`src/rtl/pc_sequencer.sv`:
```
// pc_sequencer: program-flow controller for the 9-bit core.
// It owns the PC, the start/done handshake, the jump-target LUT, the stored
// ALU flags and a saturating count of executed instructions.
//
// Ports:
//   clk, reset      rising-edge clock, asynchronous active-high reset
//   start           run request, honoured only in IDLE or DONE
//   halt            current instruction is the program end
//   pc_jmp_en       take a jump this cycle
//   lut_ptr         jump-target LUT index
//   flags_we        capture flags_in, in any state
//   flags_in        {cflag,nflag,zflag} from the ALU
//   lut_wr_en       LUT write strobe, in any state
//   lut_wr_addr     LUT write index
//   lut_wr_data     LUT write target address
//   pc              instruction memory address
//   fetch_en        the instruction at pc executes this cycle
//   flags_q         stored flags for the decoder
//   done            program finished
//   runaway         sticky: PC ran off the end of memory
//   cycle_cnt       executed-instruction count, saturating
module pc_sequencer #(
  parameter int PC_W      = 10,
  parameter int LUT_DEPTH = 16,
  parameter int CNT_W     = 16,
  localparam int IDX_W    = $clog2(LUT_DEPTH)
) (
  input  logic             clk,
  input  logic             reset,
  input  logic             start,
  input  logic             halt,
  input  logic             pc_jmp_en,
  input  logic [IDX_W-1:0] lut_ptr,
  input  logic             flags_we,
  input  logic [2:0]       flags_in,
  input  logic             lut_wr_en,
  input  logic [IDX_W-1:0] lut_wr_addr,
  input  logic [PC_W-1:0]  lut_wr_data,
  output logic [PC_W-1:0]  pc,
  output logic             fetch_en,
  output logic [2:0]       flags_q,
  output logic             done,
  output logic             runaway,
  output logic [CNT_W-1:0] cycle_cnt
);

  typedef enum logic [1:0] {
    IDLE = 2'd0,
    RUN  = 2'd1,
    FIN  = 2'd2
  } state_t;

  localparam logic [PC_W-1:0]  PC_MAX  = '1;
  localparam logic [PC_W-1:0]  PC_ONE  = {{(PC_W-1){1'b0}}, 1'b1};
  localparam logic [CNT_W-1:0] CNT_MAX = '1;
  localparam logic [CNT_W-1:0] CNT_ONE = {{(CNT_W-1){1'b0}}, 1'b1};

  state_t          state;
  logic [PC_W-1:0] lut [LUT_DEPTH];
  logic [PC_W-1:0] jmp_target;

  // The read uses the pre-edge array contents, so a write to the same
  // index in the same cycle is not visible until the following cycle.
  assign jmp_target = lut[lut_ptr];

  always_ff @(posedge clk or posedge reset) begin
    if (reset) begin
      for (int i = 0; i < LUT_DEPTH; i++) begin
        lut[i] <= '0;
      end
    end else if (lut_wr_en) begin
      lut[lut_wr_addr] <= lut_wr_data;
    end
  end

  always_ff @(posedge clk or posedge reset) begin
    if (reset) begin
      flags_q <= 3'b000;
    end else if (flags_we) begin
      flags_q <= flags_in;
    end
  end

  // Control FSM; fetch_en and done are registered alongside the state.
  always_ff @(posedge clk or posedge reset) begin
    if (reset) begin
      state     <= IDLE;
      pc        <= '0;
      fetch_en  <= 1'b0;
      done      <= 1'b0;
      runaway   <= 1'b0;
      cycle_cnt <= '0;
    end else begin
      unique case (state)
        IDLE, FIN: begin
          if (start) begin
            state     <= RUN;
            pc        <= '0;
            fetch_en  <= 1'b1;
            done      <= 1'b0;
            runaway   <= 1'b0;
            cycle_cnt <= '0;
          end
        end
        RUN: begin
          if (cycle_cnt != CNT_MAX) begin
            cycle_cnt <= cycle_cnt + CNT_ONE;
          end
          // halt outranks a same-cycle jump; the end-of-memory stop
          // only applies when no jump redirects the PC.
          if (halt) begin
            state    <= FIN;
            fetch_en <= 1'b0;
            done     <= 1'b1;
          end else if (pc_jmp_en) begin
            pc <= jmp_target;
          end else if (pc == PC_MAX) begin
            state    <= FIN;
            fetch_en <= 1'b0;
            done     <= 1'b1;
            runaway  <= 1'b1;
          end else begin
            pc <= pc + PC_ONE;
          end
        end
        default: begin
          state    <= IDLE;
          fetch_en <= 1'b0;
          done     <= 1'b0;
        end
      endcase
    end
  end

endmodule

```
`config.mk`:
```
export PLATFORM = sky130hd
export DESIGN_NAME = pc_sequencer
export DESIGN_NICKNAME = d
export VERILOG_FILES = /design/src/rtl/pc_sequencer.sv
export SDC_FILE = /design/constraint.sdc
export NUM_CORES = 1
export LEC_CHECK = 0
export ABC_AREA = 1
export CELL_PAD_IN_SITES_DETAIL_PLACEMENT = 2
export CELL_PAD_IN_SITES_GLOBAL_PLACEMENT = 2
export CORE_AREA = 2 2 206 127
export CTS_CLUSTER_SIZE = 20
export DETAILED_ROUTE_END_ITERATION = 8
export DIE_AREA = 0 0 208 129
export PLACE_DENSITY_LB_ADDON = 0.1
export SETUP_SLACK_MARGIN = 0.05
export SKIP_CTS_REPAIR_TIMING = 1
export SLEW_MARGIN = 20
export SYNTH_ARGS = -nofsm -noshare
export SYNTH_HDL_FRONTEND = slang
export SYNTH_SLANG_ARGS = --single-unit
```
`constraint.sdc`:
```
create_clock -name clk -period 10.15 [get_ports clk]
set_clock_uncertainty 0.2 [all_clocks]
set_input_delay 2.03 -clock clk [delete_from_list [all_inputs] [get_ports clk]]
set_output_delay 2.03 -clock clk [all_outputs]
set_load 0.1 [all_outputs]
```
# After elaboration in Yosys (flattened, before gate mapping)
# Index checks and enable logic that the tools add are counted.
dict set report word_totals {
  register_bits 194
  input_bits 28
  elab_cells 81
}
dict set report classes {
  n_addsub 2
  order_cmp 3
  eq_ne 12
  n_mux 31
  n_bitwise 2
  reduce_logical 8
}
# op count
set op_table {}
lappend op_table {{$bwmux W160} 1}
lappend op_table {{$mux W10} 7}
lappend op_table {{$bmux W10 S4} 1}
lappend op_table {{$demux W10 S4} 1}
lappend op_table {{$mux W16} 2}
lappend op_table {{$pmux W16 S2} 1}
lappend op_table {{$pmux W10 S2} 1}
lappend op_table {{$add A16 B1 Y16 const B} 1}
lappend op_table {{$ne A16 B16 Y1 const B} 1}
lappend op_table {{$add A10 B1 Y10 const B} 1}
lappend op_table {{$eq A10 B10 Y1 const B} 1}
lappend op_table {{$ge A5 B5 Y1 const B} 2}
lappend op_table {{$ne A2 B2 Y1 const B} 5}
lappend op_table {{$not A4 Y5} 2}
lappend op_table {{$mux W1} 9}
lappend op_table {{$ne A3 B3 Y1 const B} 3}
lappend op_table {{$mux W2} 4}
lappend op_table {{$pmux W1 S2} 3}
lappend op_table {{$reduce_and A3 Y1} 2}
lappend op_table {{$lt A5 B1 Y1 const B} 1}
lappend op_table {{$reduce_and A5 Y1} 1}
lappend op_table {{$pmux W2 S2} 1}
lappend op_table {{$reduce_and A4 Y1} 1}
lappend op_table {{$eq A2 B1 Y1 const B} 1}
lappend op_table {{other kinds (5)} 5}

# Logic depth before layout (Yosys ltp)
# Gate-level depths: netlist of run 1.
dict set report logic_depth {
  word_depth 7
  mapped_depth 13
}

# Least setup slack after synthesis of run 1
# OpenSTA, ideal clock, no wires.
dict set report synth_path {
  kind {input to register}
  start {input port lut_ptr[0]}
  end {register pc[2]}
  setup_ns 0.120
  t_arrival_ns 3.005
  required_ns 9.830
  setup_slack_ns 6.825
  stages 12
  path_cell_list {buf_2 > inv_1 > buf_4 > buf_4 > nor2_1 > nor2_1 > o21ai_0 > nand3_1 > nand3_1 > nand3_1 > nand2_1 > nand2_1}
}
dict set report synth_between {
  elab_chain_len 7
}
# item line
set synth_lines {}
lappend synth_lines {{start: declaration} 33} ;# input logic [IDX_W-1:0] lut_ptr,
lappend synth_lines {{$not A4 Y5 (not written as such)} 64} ;# assign jmp_target = lut[lut_ptr];
lappend synth_lines {{$bmux W10 S4} 64}
lappend synth_lines {{$mux W10 (not written as such) (2 in series)} 64}
lappend synth_lines {{$mux W10} 115} ;# end else if (pc_jmp_en) begin
lappend synth_lines {{$mux W10} 111} ;# if (halt) begin
lappend synth_lines {{$pmux W10 S2} 94} ;# unique case (state)
lappend synth_lines {{end signal: assignment} 116} ;# pc <= jmp_target;
lappend synth_lines {{end signal: assignment} 123} ;# pc <= pc + PC_ONE;
lappend synth_lines {{end: declaration} 39} ;# output logic [PC_W-1:0] pc,
# No other way between the ends. The select of a mux whose other input is x is not followed.
# A chain may end at the register's enable or synchronous reset.

# Worst setup path in the final report of run 1
dict set report layout_path {
  start {register pc[7]}
  end {output port pc[7]}
}
# No word-level cell between the ends.

==> results.py, run 1 <==
metrics = {
    "setup_path": {
        "crit_path_end": "pc[7]",
        "worst-setup-path-type": "reg -> out",
        "worst_path_largest_cell_delay_ns": 1.19,
        "ordered_cell_list_for_the_critical_path": "clkdlybuf4s50_1",
        "regToRegSetupSlack_ns": 7.80,
        "worst_setup_path_end_kind": "primary output",
        "path_delay_family": "buffers and inverters",
        "path_buf_inv": 1,
        "timing.critical_path.depth": 1,
        "reg2regPathDepth": 8,
        "timing.critical_path.slowest_stage_cell": "clkdlybuf4s50_1",
        "rr_startpoint": "state[0]",
        "cp.arrival_ns": 2.12,
        "critical_path.max_fanout": 5,
        "cp.required_ns": 7.92,
        "worst_setup_path_startpoint": "pc[7]",
        "critical_path.reg2reg.endpoint": "cycle_cnt[3]",
        "setup.worst_path.start_class": "flop",
    },
    "global_route": {
        "grt_antenna_before_repair": 0,
        "met1_global_route_usage": 0.402,
        "gr-usage-met3": 0.0466,
        "track_usage": 0.260,
        "maximum_number_of_pins_on_one_net_before_global_route_repair": 132,
        "grt_first_pass_wirelength_um": 53200,
        "via_count_of_the_first_global_routing_pass": 8750,
        "grt-busiest-layer": "met1",
        "grt_util_met2": 0.382,
        "globalRouteOverflowTotal": 0,
    },
    "cts": {
        "clkSinkCount": 193,
        "clk_path_buf_depth": 2,
        "cts_buffers": 17,
        "latest_clock_arrival_within_the_worst_skew_pair_ns": 0.46,
        "cts_tree": "done",
        "cts.clk_slew.worst_paths_ns": 0.07,
        "cts-htree-levels": 4,
        "root_buffer": "clkbuf_16",
    },
    "drt": {
        "vias_after_detailed_routing": 8245,
        "route.detailed.vias_per_inst": 5.40,
        "drtIter0Drc": 500,
        "detail_route.wl_per_cell_um": 21.9,
        "ant_nets": 0,
        "drc": 0,
        "detailedRoute.firstPassIterationCount": 5,
        "wl_um": 33400,
    },
    "place": {
        "dp_hpwl_um": 21500,
        "gpl.final_weighted_congestion": 0.780,
        "io_buffers": 59,
    },
    "layout": {
        "final_nets": 1216,
        "area_delta_synth_final_pct": 14.6,
        "multi_input_comb_area_mm2": 0.00379,
        "antenna-diode-count": 0,
        "layout.filler_cells": 2835,
        "layout.area.seq_mm2": 0.00483,
        "final_layout_size_suffix_gt1_frac": 0.0634,
    },
    "yosys": {
        "mappedNetlistNets": 1205,
        "synth_seq_cells": 193,
        "synth_cell_type_count": 32,
        "post_synth_inst_count": 1175,
        "ys_warn_count": 0,
        "syn_area_mm2": 0.00933,
        "post_synth.cell_area_avg_um2": 7.94,
        "seq_area_frac_synth": 0.518,
    },
    "die": {
        "floorplan.die_area_mm2": 0.0268,
        "initial_utilization": 0.375,
        "die_height_um": 129,
        "placeableCoreArea_mm2": 0.0249,
        "floorplan.rows": 45,
        "die-width_um": 208,
        "ioPinCount": 60,
    },
    "sta": {
        "clock.fmax_mhz": 230,
        "layout_min_cycle_time_ns": 4.35,
        "final-max-slew-violation-count": 0,
        "fin_worst_hold_slack_ns": 0.284,
        "timing.max_slew.rel_slack": 0.303,
        "grt_setup_unrepaired": "false",
        "worst-slew-pin-transition_ns": 1.05,
        "tns_ns": 0,
        "finalHoldViolCount": 0,
        "fin_crit_sh": 0.429,
        "final-setup-viol-count": 0,
    },
    "pwr": {
        "share_comb_of_total_power": 0.289,
        "pwr_density_cell_mw_per_mm2": 237,
        "p_leak_uw": 0.00487,
        "ir_drop_v": 0.000233,
        "net-switching-power_uw": 976,
        "clock_power_share": 0.296,
        "intPower_uw": 1560,
        "share_seq_of_total_power": 0.416,
        "netSwitchingFraction": 0.385,
    },
    "run_status": {
        "run_status": "completed",
    },
    "flow_run": {
        "drv.max_cap_violation_count": 0,
    },
    "worst_hold_path": {
        "worst_hold_path_type": "reg -> reg",
    },
}
## final cells by class
| class | count | share of cell area |
|---|---|---|
| clock buffer | 22 | 0.0443 |
| multi-input combinational | 809 | 0.355 |
| sequential | 193 | 0.452 |
| inverter | 95 | 0.0340 |
| timing repair buffer | 70 | 0.0620 |
| clock inverter | 10 | 0.0146 |
| tap | 329 | 0.0385 |
## cell families (layout without fill, tap and decap cells)
logic type / after synthesis / count (layout) / synth area share
flip-flops: 193 / 193 / 0.518
AND/OR/NAND/NOR: 509 / 509 / 0.229
XOR/XNOR: 11 / 11 / 0.0103
buffers and inverters: 173 / 197 / 0.0758
adder cells (fa/ha/maj): 2 / 2 / 0.00268
AO/OA/AOI/OAI: 284 / 284 / 0.161
multiplexers: 3 / 3 / 0.00362
## layout by cell type (no fill, tap or decap), drive strengths merged, types with 13 or more instances in the layout
cell           netlist  final
o21ai              210    210
nand2              288    288
o211ai              13     13
a21oi               60     60
clkdlybuf4s50        0     57
inv                 94     94
dfrtp              193    193
nor2               104    104
nand3              108    108
clkbuf              52     22
buf                 26     13
## per-layer routing
layer / part of all wire / wire length (um)
met1: 0.52 / 17500
met2: 0.43 / 14400
met3: 0.038 / 1270
met4: 0.0065 / 216
met5: 0 / 0
## registers in the layout (all words and copies together), names as in the netlist
signal,cells
flags_q,3
state,1
done,1
lut,160
fetch_en,1
pc,10
cycle_cnt,16
runaway,1
## metrics by stage
stage          total power, uW  area, um^2  utilization  instances  setup slack (ns)
6_report                  2540       10700        0.430       1528              5.80
5_1_grt                   2670       10700        0.430       1528              5.72
4_1_cts                   2550       10700        0.430       1528              5.77
3_5_place_dp              1790       10100        0.404       1496              5.58
3_3_place_gp              1760       10100        0.404       1496              5.59
2_1_floorplan             1570        9330            -       1175              2.66
## synth_stat cells
cell,count,area (um^2)
o21ai_0,196,981
buf_2,18,90.1
o21ai_1,4,20.0
buf_12,1,20.0
nand3_1,106,531
nor2_2,2,12.5
nand4_1,3,18.8
mux2_2,3,33.8
clkinv_1,1,3.75
o211ai_4,1,21.3
a21oi_1,60,300
inv_1,91,342
clkbuf_1,52,195
inv_2,3,11.3
nor3_1,1,5.00
xor2_1,8,70.1
nor2_4,4,45.0
or2_2,3,18.8
nand4_2,1,12.5
and3_1,1,6.26
o21ai_2,10,87.6
xnor2_1,3,26.3
dfrtp_1,193,4830
nand2_1,286,1070
ha_1,2,25.0
nand2_4,2,22.5
nand3_2,2,20.0
buf_4,5,37.5
a31oi_1,1,6.26
nor2_1,98,368
buf_1,2,7.51
o211ai_1,12,90.1
## power by group through the flow
stage / logic [uW] / registers [uW] / clock network [uW]
floorplan: 328 / 1240 / 0
CTS: 735 / 1060 / 759
global placement: 704 / 1060 / 0
global route: 803 / 1080 / 793
finish: 732 / 1050 / 751
detailed placement: 729 / 1070 / 0
## worst min-delay path by stage
| stage | slack (ns) | depth (start not counted) | endpoint | from |
|---|---|---|---|---|
| after floorplan | 0.25 | 2 | lut[111] | lut[111] |
| after global placement | 0.26 | 2 | lut[116] | lut[116] |
| after detailed placement | 0.27 | 2 | lut[4] | lut[4] |
| after CTS | 0.29 | 2 | lut[73] | lut[73] |
| after global routing | 0.32 | 2 | lut[73] | lut[73] |
| final | 0.28 | 2 | lut[73] | lut[73] |
Power figures use the tool's default switching activity.
==> run 2, diff against run 1 <==
--- a/config.mk
+++ b/config.mk
@@ -8,10 +8,10 @@
 export ABC_AREA = 1
 export CELL_PAD_IN_SITES_DETAIL_PLACEMENT = 2
 export CELL_PAD_IN_SITES_GLOBAL_PLACEMENT = 2
-export CORE_AREA = 2 2 206 127
+export CORE_AREA = 2 2 224 138
 export CTS_CLUSTER_SIZE = 20
 export DETAILED_ROUTE_END_ITERATION = 8
-export DIE_AREA = 0 0 208 129
+export DIE_AREA = 0 0 226 140
 export PLACE_DENSITY_LB_ADDON = 0.1
 export SETUP_SLACK_MARGIN = 0.05
 export SKIP_CTS_REPAIR_TIMING = 1
==> constraint.sdc (replaced) <==
create_clock -name clk -period 3.8 [get_ports clk]
set_clock_uncertainty 0.2 [all_clocks]
set_input_delay 0.76 -clock clk [delete_from_list [all_inputs] [get_ports clk]]
set_output_delay 0.76 -clock clk [all_outputs]
set_load 0.1 [all_outputs]
==> run 2 against run 1 <==
Against the previous run: clock-buffer cell count rose by 4; global-route usage fell by 3.4 points; sequential power grew to 2.7 times the previous value; worst hold slack hardly changed; design area increased by 2.1%; routed wire length is 1.9% higher; critical path type unchanged; critical endpoint is now pc[8]; critical path depth unchanged; largest cell class unchanged; worst setup slack worse by 5.0 ns; die area increased by 18%; sequential share of layout area shrank 0.92 points.
==> results.py, run 2 (synthesis gave the netlist of run 1 again) <==
metrics = {
    "cts": {
        "cts.clk_slew.worst_paths_ns": 0.07,
        "cts_tree": "done",
        "root_buffer": "clkbuf_16",
        "clkSinkCount": 193,
        "cts_buffers": 17,
        "latest_clock_arrival_within_the_worst_skew_pair_ns": 0.45,
        "cts-htree-levels": 4,
        "clk_path_buf_depth": 2,
    },
    "setup_path": {
        "cp.required_ns": 2.84,
        "worst_path_largest_cell_delay_ns": 1.18,
        "critical_path.reg2reg.endpoint": "cycle_cnt[3]",
        "path_buf_inv": 1,
        "critical_path.max_fanout": 6,
        "worst_setup_path_startpoint": "pc[8]",
        "rr_startpoint": "state[0]",
        "crit_path_end": "pc[8]",
        "worst-setup-path-type": "reg -> out",
        "cp.arrival_ns": 2.09,
        "ordered_cell_list_for_the_critical_path": "clkdlybuf4s50_1",
        "worst_setup_path_end_kind": "primary output",
        "reg2regPathDepth": 8,
        "regToRegSetupSlack_ns": 1.35,
        "timing.critical_path.slowest_stage_cell": "clkdlybuf4s50_1",
        "path_delay_family": "buffers and inverters",
        "timing.critical_path.depth": 1,
        "setup.worst_path.start_class": "flop",
    },
    "sta": {
        "grt_setup_unrepaired": "false",
        "clock.fmax_mhz": 328,
        "final-setup-viol-count": 0,
        "final-max-slew-violation-count": 0,
        "layout_min_cycle_time_ns": 3.05,
        "tns_ns": 0,
        "timing.max_slew.rel_slack": 0.348,
        "finalWorstSetupSlack_ns": 0.748,
        "fin_crit_sh": 0.803,
        "finalHoldViolCount": 0,
        "worst-slew-pin-transition_ns": 0.974,
    },
    "pwr": {
        "netSwitchingFraction": 0.381,
        "p_leak_uw": 0.00497,
        "power_uw": 6650,
        "ir_drop_v": 0.000284,
        "intPower_uw": 4120,
        "share_seq_of_total_power": 0.422,
        "share_comb_of_total_power": 0.290,
        "net-switching-power_uw": 2530,
        "clock_power_share": 0.288,
        "pwr_density_cell_mw_per_mm2": 609,
    },
    "die": {
        "initial_utilization": 0.316,
        "die-width_um": 226,
        "placeableCoreArea_mm2": 0.0295,
        "die_height_um": 140,
        "ioPinCount": 60,
        "floorplan.rows": 49,
        "floorplan.die_area_mm2": 0.0316,
    },
    "global_route": {
        "grt_antenna_before_repair": 1,
        "grt_first_pass_wirelength_um": 53600,
        "via_count_of_the_first_global_routing_pass": 8710,
        "maximum_number_of_pins_on_one_net_before_global_route_repair": 69,
        "globalRouteOverflowTotal": 0,
        "track_usage": 0.226,
    },
    "place": {
        "pre_cts_ws_ns": 0.835,
        "dp_hpwl_um": 22800,
        "io_buffers": 59,
        "gpl.final_weighted_congestion": 0.758,
    },
    "drt": {
        "vias_after_detailed_routing": 8258,
        "detail_route.wl_per_cell_um": 21.0,
        "wl_um": 34000,
        "route.detailed.vias_per_inst": 5.08,
        "ant_nets": 0,
        "drc": 0,
        "drtIter0Drc": 553,
        "detailedRoute.firstPassIterationCount": 5,
    },
    "layout": {
        "area_delta_synth_final_pct": 17.0,
        "largest-register": "lut",
        "final_nets": 1233,
        "largest_register_ffs": 160,
        "most_frequent_cells_in_the_layout": "286 x nand2_1, 196 x o21ai_0, 193 x dfrtp_1",
        "reg_top3": "lut: 160 flops, cycle_cnt: 16 flops, pc: 10 flops",
        "multi_input_comb_area_mm2": 0.00380,
        "final_common_cell": "nand2_1",
        "final_layout_size_suffix_gt1_frac": 0.0864,
        "layout.filler_cells": 3367,
        "layout.area.seq_mm2": 0.00483,
    },
    "run_status": {
        "run_status": "completed",
    },
    "flow_run": {
        "drv.max_cap_violation_count": 0,
    },
    "worst_hold_path": {
        "worst_hold_path_type": "reg -> reg",
    },
}
run 2: changes by cell type in the layout (fill, tap and decap cells not counted), moves of 2 or more:
cell             delta
clkinv_2            -2
buf_4              +27
buf_12              +5
clkbuf_1            +3
clkdlybuf4s50_1    -15
run 2: power groups by stage:
stage / sequential [uW] / combinational, uW / clock (uW)
2_1_floorplan: 3320 / 876 / 0
3_3_place_gp: 2830 / 1890 / 0
3_5_place_dp: 2840 / 1940 / 0
4_1_cts: 2810 / 1950 / 1960
5_1_grt: 2870 / 2120 / 2050
6_report: 2810 / 1930 / 1910
run 2: worst min-delay path by stage:
stage	from	to	slack, ns	cells after the start
final	lut[128]	lut[128]	0.28	2
after detailed placement	lut[151]	lut[151]	0.27	2
after global placement	lut[4]	lut[4]	0.26	2
after floorplan	lut[111]	lut[111]	0.25	2
after global routing	lut[7]	lut[7]	0.31	2
after CTS	lut[151]	lut[151]	0.29	2
run 2: area by class of cell:
cell class / instances / area share
sequential: 193 / 0.442
clock inverter: 5 / 0.00917
tap: 408 / 0.0468
timing repair buffer: 87 / 0.0747
clock buffer: 26 / 0.0457
inverter: 95 / 0.0330
multi-input combinational: 809 / 0.348
antenna: 1 / 0.000229
run 2: metal layers:
metal,vias to the layer above,global-route usage,part of all wire
met5,-,0,0
met4,0,0.0460,0.011
met3,22,0.0420,0.030
met2,90,0.327,0.42
met1,4275,0.349,0.54
li1,3871,-,-
run 2: metrics by stage:
stage / hold WS (ns) / cells / cell area [um^2] / utilization
finish: 0.284 / 1624 / 10900 / 0.370
detailed placement: 0.272 / 1592 / 10300 / 0.350
floorplan: 0.248 / 1175 / 9340 / -
CTS: 0.289 / 1623 / 10900 / 0.370
global placement: 0.261 / 1592 / 10300 / 0.350
global route: 0.308 / 1623 / 10900 / 0.370
==> RTL change: new RTL, config.mk and constraints of run 2 <==
Set the parameter `CNT_W` to 18 (it was 16).
--- a/src/rtl/pc_sequencer.sv
+++ b/src/rtl/pc_sequencer.sv
@@ -22,7 +22,7 @@
 module pc_sequencer #(
   parameter int PC_W      = 10,
   parameter int LUT_DEPTH = 16,
-  parameter int CNT_W     = 16,
+  parameter int CNT_W     = 18,
   localparam int IDX_W    = $clog2(LUT_DEPTH)
 ) (
   input  logic             clk,
Interface: changed (resized cycle_cnt); port bits go from 60 to 62. No check against the original RTL was run, so the function may have changed too.
==> RTL change against run 2 <==
Area after synthesis rose by 3.3%; cell area rose by 2.4%; sequential cell count rose by 2; sequential share of layout area fell by 0.57 points; total power rose by 0.46%; wire length rose by 2.6%; critical path type unchanged; critical path depth did not move; highest routed layer unchanged; core utilization rose by 0.87 points; first-iteration DRC count rose by 0.72%; setup slack got worse by 36 ps.
==> RTL change: results (changes against run 2) <==
R2R Path End -> cycle_cnt[16]
Placer Congestion -> 0.8200 (+8.1%)
flop2flop setup slack -> 1330 ps (-20 ps)
post-DR wirelength/cell -> 20.14 µm (-3.9%)
hold_sp -> lut[44]
vias in the first global route -> 9191 (+5.5%)
largest net degree at the start of global routing -> 81 (+17%)
Fill cells -> 3445 (+2.3%)
met1 Track Usage GR -> 37.23% (+2.3 points)
Min-Delay Endpoint -> lut[44]
GRT Util Overall -> 23.47% (+0.83 points)
largest cells by area after synthesis -> dfrtp_1, nand2_1, o21ai_0
Leakage Power -> 5.387 nW (+8.3%)
critical path fanouts, max -> 5 (-1)
status -> finished clean
met3 Resource Use GR -> 3.231% (-0.96 points)
Worst IR Drop VDD -> 0.0002989 V (+5.4%)
DRT iter0 DRCs -> 557 (+0.72%)
# placed instances -> 1703 (+7.0%)
GR Util met2 -> 33.17% (+0.45 points)
share of cells above drive strength 1 -> 6.330% (-2.3 points)
Yosys cell types -> 33 (+3.1%)
Final HPWL DP -> 23040 µm (+1.0%)
syn avg cell area -> 7.437 µm² (-6.4%)
number of port buffers -> 61 (+3.4%)
first-pass GRT wire length -> 55830 µm (+4.2%)
-- RTL change: changes by cell type in the layout (fill, tap and decap cells not counted), moves of 4 or more --
| cell | delta |
|---|---|
| nand2_1 | +219 |
| a21oi_1 | -57 |
| nor2_1 | -45 |
| nand3_1 | +35 |
| inv_1 | +15 |
| clkbuf_1 | -4 |
| o21ai_2 | -7 |
| o21ai_0 | -22 |
| o211ai_1 | -12 |
| buf_4 | -9 |
| clkinvlp_4 | +5 |
-- RTL change: cell type report --
cell class / instances / area (µm²) / share of cell area (%)
tap: 408 / 510.5 / 4.569
timing repair buffer: 78 / 738.2 / 6.607
sequential: 195 / 4880 / 43.67
multi-input combinational: 915 / 4036 / 36.13
clock buffer: 19 / 442.9 / 3.964
clock inverter: 13 / 160.2 / 1.433
inverter: 107 / 405.4 / 3.628
-- RTL change: power breakdown --
part,leakage [nW],switching (W),internal (W)
clock network,0.281,0.000878,0.00105
logic,2.60,0.00142,0.000525
registers,2.50,0.000306,0.00250
-- RTL change: how the worst max path moves through the flow --
stage,start,end,slack (ps)
3_5_place_dp,lut_wr_addr[2],lut[110],760
5_1_grt,cycle_cnt[4],cycle_cnt[4],680
4_1_cts,cycle_cnt[12],cycle_cnt[12],700
6_report,cycle_cnt[6],cycle_cnt[6],710
3_3_place_gp,lut_wr_addr[2],lut[117],830
2_1_floorplan,reset,cycle_cnt[0],320
-- RTL change: logic make-up after synthesis --
| group | after synthesis | share of synthesized area (%) |
|---|---|---|
| DFF | 195 | 50.63 |
| xor gates and xnor gates | 12 | 1.090 |
| muxes | 3 | 0.3505 |
| adders and majority gates | 2 | 0.2596 |
| and+or+nand+nor | 712 | 30.14 |
| AOI/OAI and AO/OA | 186 | 10.04 |
| buffers and inverters | 186 | 7.491 |
-- RTL change: worst register-to-register path, stage by stage, from the launching register on --
cell	delay [ps]
dfrtp_1	440
inv_1	80
nor2_1	90
buf_4	220
inv_1	310
nand2_1	260
inv_1	70
nor2_2	470
o21ai_0	190
-- RTL change: stage by stage --
stage | cell area, µm² | worst slack [ps]
2_1_floorplan | 9642 | 321.6
3_3_place_gp | 10570 | 830.5
3_5_place_dp | 10570 | 757.8
4_1_cts | 11170 | 703.1
5_1_grt | 11170 | 684.1
6_report | 11170 | 711.5
-- RTL change: per-layer routing --
layer	wire length, µm	share of wire, %
met1	18940	54
met5	0	0
met4	388	1.1
met3	1169	3.3
met2	14460	41
